## config.mk

```make
export PLATFORM = sky130hd
export DESIGN_NAME = dffsre_pipe_bank
export DESIGN_NICKNAME = d
export VERILOG_FILES = /design/src/rtl/dffsre_pkg.sv /design/src/rtl/dffsre_stage.sv /design/src/rtl/dffsre_pipe_bank.sv
export SDC_FILE = /design/constraint.sdc
export NUM_CORES = 1
export LEC_CHECK = 0
export ABC_AREA = 1
export CAP_MARGIN = 20
export CORE_AREA = 4 4 53 55
export DETAILED_ROUTE_END_ITERATION = 10
export DIE_AREA = 0 0 57 59
export PLACE_DENSITY = 0.74
export SYNTH_ARGS = -nofsm -noshare
export SYNTH_HDL_FRONTEND = slang
export SYNTH_HIERARCHICAL = 1
export SYNTH_SLANG_ARGS = --single-unit
```

## constraint.sdc

```tcl
create_clock -name C -period 1.3 [get_ports C]
set_input_delay 0.26 -clock C [delete_from_list [all_inputs] [get_ports C]]
set_output_delay 0.26 -clock C [all_outputs]
set_load 0.005 [all_outputs]
```

## src/rtl/dffsre_pkg.sv

```systemverilog
// Shared constants and parameter checks for the dffsre pipeline bank.
// Imported by the stage and top modules.
package dffsre_pkg;

  localparam int GATE_ZERO = 0;
  localparam int GATE_HOLD = 1;

  function automatic bit params_ok(
    input int w,
    input int d,
    input int c
  );
    return (w >= 1) && (d >= 1) && (c >= 1);
  endfunction

endpackage

```

## src/rtl/dffsre_stage.sv

```systemverilog
// One data word plus valid tag with reset > set > enable > hold priority.
// Set forces the data word to all-ones but leaves the valid tag alone.
module dffsre_stage
  import dffsre_pkg::*;
#(
  parameter int WIDTH = 8
) (
  input  logic             C,
  input  logic             R,
  input  logic             S,
  input  logic             E,
  input  logic [WIDTH-1:0] d,
  input  logic             v,
  output logic [WIDTH-1:0] q,
  output logic             q_valid
);

  always_ff @(posedge C) begin
    if (!R) begin
      q       <= '0;
      q_valid <= 1'b0;
    end else if (!S) begin
      q <= '1;
    end else if (E) begin
      q       <= d;
      q_valid <= v;
    end
  end

endmodule

```

## src/rtl/dffsre_pipe_bank.sv

```systemverilog
// Gated DEPTH-stage dffsre register pipeline with valid tags
// and a saturating accepted-word counter.
module dffsre_pipe_bank
  import dffsre_pkg::*;
#(
  parameter int WIDTH     = 8,
  parameter int DEPTH     = 1,
  parameter int GATE_MODE = GATE_ZERO,
  parameter int CNT_W     = 8
) (
  input  logic             C,
  input  logic             R,
  input  logic             S,
  input  logic             E,
  input  logic             sel,
  input  logic             in_valid,
  input  logic [WIDTH-1:0] D,
  output logic [WIDTH-1:0] Q,
  output logic             out_valid,
  output logic [CNT_W-1:0] acc_cnt
);

  localparam bit PARAMS_OK = params_ok(WIDTH, DEPTH, CNT_W);

  if (!PARAMS_OK) begin : g_bad_params
    $error("dffsre_pipe_bank: WIDTH, DEPTH and CNT_W must be >= 1");
  end

  logic [WIDTH-1:0] data   [DEPTH];
  logic [WIDTH-1:0] st_d   [DEPTH];
  logic [DEPTH-1:0] vld;
  logic [DEPTH-1:0] st_v;
  logic [WIDTH-1:0] gated;
  logic             take;

  assign take = in_valid & sel;

  // Hold mode recirculates the current stage-0 word when the gate is closed.
  always_comb begin
    gated = '0;
    unique case (1'b1)
      sel: gated = D;
      (!sel && GATE_MODE == GATE_HOLD): gated = data[0];
      default: gated = '0;
    endcase
  end

  for (genvar k = 0; k < DEPTH; k++) begin : g_stage
    if (k == 0) begin : g_head
      assign st_d[k] = gated;
      assign st_v[k] = take;
    end else begin : g_body
      assign st_d[k] = data[k-1];
      assign st_v[k] = vld[k-1];
    end

    dffsre_stage #(
      .WIDTH (WIDTH)
    ) u_stage (
      .C       (C),
      .R       (R),
      .S       (S),
      .E       (E),
      .d       (st_d[k]),
      .v       (st_v[k]),
      .q       (data[k]),
      .q_valid (vld[k])
    );
  end

  // Set does not touch the counter; it saturates instead of wrapping.
  always_ff @(posedge C) begin
    if (!R) begin
      acc_cnt <= '0;
    end else if (S && E && take && (acc_cnt != '1)) begin
      acc_cnt <= acc_cnt + CNT_W'(1);
    end
  end

  assign Q         = data[DEPTH-1];
  assign out_valid = vld[DEPTH-1];

endmodule

```

==> reports/metrics.csv <==
metric,value,unit
worst hold endpoint,g_stage[0].u_stage/q[6],
antenna-violating nets left,0,
DP HPWL,1730,µm
Core Region,2390,µm²
Max Cap Violations,0,
clk root buf,clkbuf_4,
num ports,31,
global-route wire length before repair,3970,µm
Die H,59,µm
Tcrit/Tclk final,0.918,
hold path start,g_stage[0].u_stage/q[6],
Final Setup Violations,0,
Post-route DRC,0,
mapped cell area,1000,µm²
CTS clock-pin slew for the worst setup and hold paths,0.09,ns
final hold viol count,0,
Tmin final,1.19,ns
Flop pwr share,0.541,
DR iter-0 viols,33,
clock latency on the worst-skew pair,0.28,ns
initial antenna violation count,0,
endpoint class of the critical path,flop,
fin nets,214,
post-synthesis cell count,154,
gr usage total,0.145,
final slew viol count,0,
Setup Skew,0.00140,ns
DIE AREA,3360,µm²
Mean Syn Cell Area,6.49,µm²
HP Class,reg2reg,
fin cells,228,
routed vias/inst,4.58,
Vias,1044,
hold path depth,2,
Power per Cell Area,696,nW/µm²
Clk network pwr share,0.270,
Worst slew margin,0.892,
maximum operating frequency,838,MHz
switching pwr,261,µW
largest net degree at the start of global routing,12,
Crit path arrival time,1.41,ns
clock buffer count from CTS,3,
Die W,57,µm
initial core utilization,0.419,
#FFs+latches synth,17,
critical path peak fanout,3,
area added between synthesis and finish,47.2,%
H-tree Lvls,1,
vias in the first global route,977,
Leak,0.000820,µW
Rows,18,
post-placement cell area,1340,µm²
placed cell count,216,
layout cells sized above 1,0.263,
fill count,236,
post-synth cell types,20,
Final GP Congestion,0.802,
Final Cell Area,1470,µm²
Mapped Nets,169,
final global-route overflow total,0,
Sinks on Clock Net,17,
Worst Path Required,1.52,ns
drt pass-1 iters,5,
Max rail drop VDD,0.471,mV
"setup slack, reg-to-reg",0.13,ns
internal power,763,µW
Setup CP Type,in2reg,
Total Routed Length,2420,µm
Synth Warn #,6,
worst r2r src,acc_cnt[0],
CTS tree,built,
outcome,finished clean,
hold_buf cts,0,
Switching Fraction,0.255,
total power,1020,µW
register area share after synthesis,0.340,
reg2reg end,acc_cnt[4],
most frequent cells in the layout,"nand2_1, nor2_1, inv_1",
startpoint class of the critical path,primary input,
Antenna Cells,0,
"commonest non-fill, non-tap cell in the layout",nand2_1,
CTS Buffer Depth,2,
worst-margin pin slew,0.162,ns
Comb power frac,0.190,
R2R depth,8,
routed len/inst,10.6,µm
IO buf count,30,
==> per-layer routing <==
| metal | routed length (µm) | GRT usage | up-vias |
|---|---|---|---|
| li1 | - | - | 546 |
| met1 | 982 | 0.162 | 472 |
| met2 | 1320 | 0.282 | 21 |
| met3 | 93 | 0.0240 | 5 |
| met4 | 25 | 0.0397 | 0 |
| met5 | 0 | 0 | - |
==> stage by stage <==
step           setup TNS [ns]  setup WS [ns]  hold slack, ns  utilization
2_1_floorplan               0         0.0456           0.380            -
3_3_place_gp            -1.22         -0.181           0.462        0.561
3_5_place_dp            -1.46         -0.198           0.471        0.561
4_1_cts                     0         0.0254           0.481        0.595
5_1_grt               -0.0477        -0.0477           0.510        0.616
6_report                    0          0.107           0.476        0.616
==> critical path, stage by stage <==
cell	delay, ns
clkdlybuf4s50_1	0.50
nand2_2	0.11
inv_1	0.10
nand2_2	0.07
nor2_4	0.10
nand2_1	0.07
nand2_1	0.07
nand2_1	0.06
nor2_1	0.08
==> what timing repair did <==
item | in CTS | in global routing
pin swaps | 0 | 3
gates cloned | 0 | 1
resized for setup | 36 | 8
setup endpoints to repair | 23 | 8
setup buffers | 6 | 1
==> final cells by class <==
class | instances | area, µm² | share of cell area
inverters | 30 | 113 | 0.0765
well taps | 30 | 37.5 | 0.0255
flip-flops and latches | 17 | 369 | 0.251
multi-input cells | 103 | 542 | 0.368
clock buffers | 4 | 26.3 | 0.0179
repair buffers | 44 | 384 | 0.261
==> state kept, by name (all words and copies together) (netlist names) <==
signal	flops
acc_cnt	8
g_stage.u_stage/q_valid	1
g_stage.u_stage/q	8
==> power groups by stage <==
stage          clock network [µW]  registers, µW  logic (µW)
2_1_floorplan                   0            572        93.3
3_3_place_gp                    0            568         202
3_5_place_dp                    0            570         205
4_1_cts                       285            554         190
5_1_grt                       304            558         219
6_report                      276            553         194
==> cell usage after synthesis, drive strengths merged <==
cell,count,area share
o21bai,1,0.011
a21oi,4,0.020
clkinv,1,0.0038
ha,1,0.013
nand2,43,0.19
nand4,2,0.013
buf,5,0.050
o21ai,2,0.010
inv,29,0.11
nand3,13,0.070
nor2,36,0.17
dfxtp,17,0.34
==> worst max path at each step <==
| stage | startpoint | endpoint | slack, ns | cells after the start |
|---|---|---|---|---|
| 6_report | E | acc_cnt[6] | 0.11 | 9 |
| 5_1_grt | E | acc_cnt[6] | -0.05 | 9 |
| 4_1_cts | acc_cnt[0] | acc_cnt[3] | 0.03 | 6 |
| 3_5_place_dp | sel | acc_cnt[7] | -0.20 | 8 |
| 3_3_place_gp | E | acc_cnt[7] | -0.18 | 8 |
| 2_1_floorplan | acc_cnt[0] | acc_cnt[3] | 0.05 | 7 |
==> cells by family after synthesis <==
| logic type | Yosys count | share of synthesized area |
|---|---|---|
| AO/OA/AOI/OAI | 7 | 0.0413 |
| adder cells (fa/ha/maj) | 1 | 0.0125 |
| buffers and inverters | 35 | 0.163 |
| flip-flops | 17 | 0.340 |
| AND/OR/NAND/NOR | 94 | 0.443 |
Note: power is estimated with default switching activity, not from simulation.
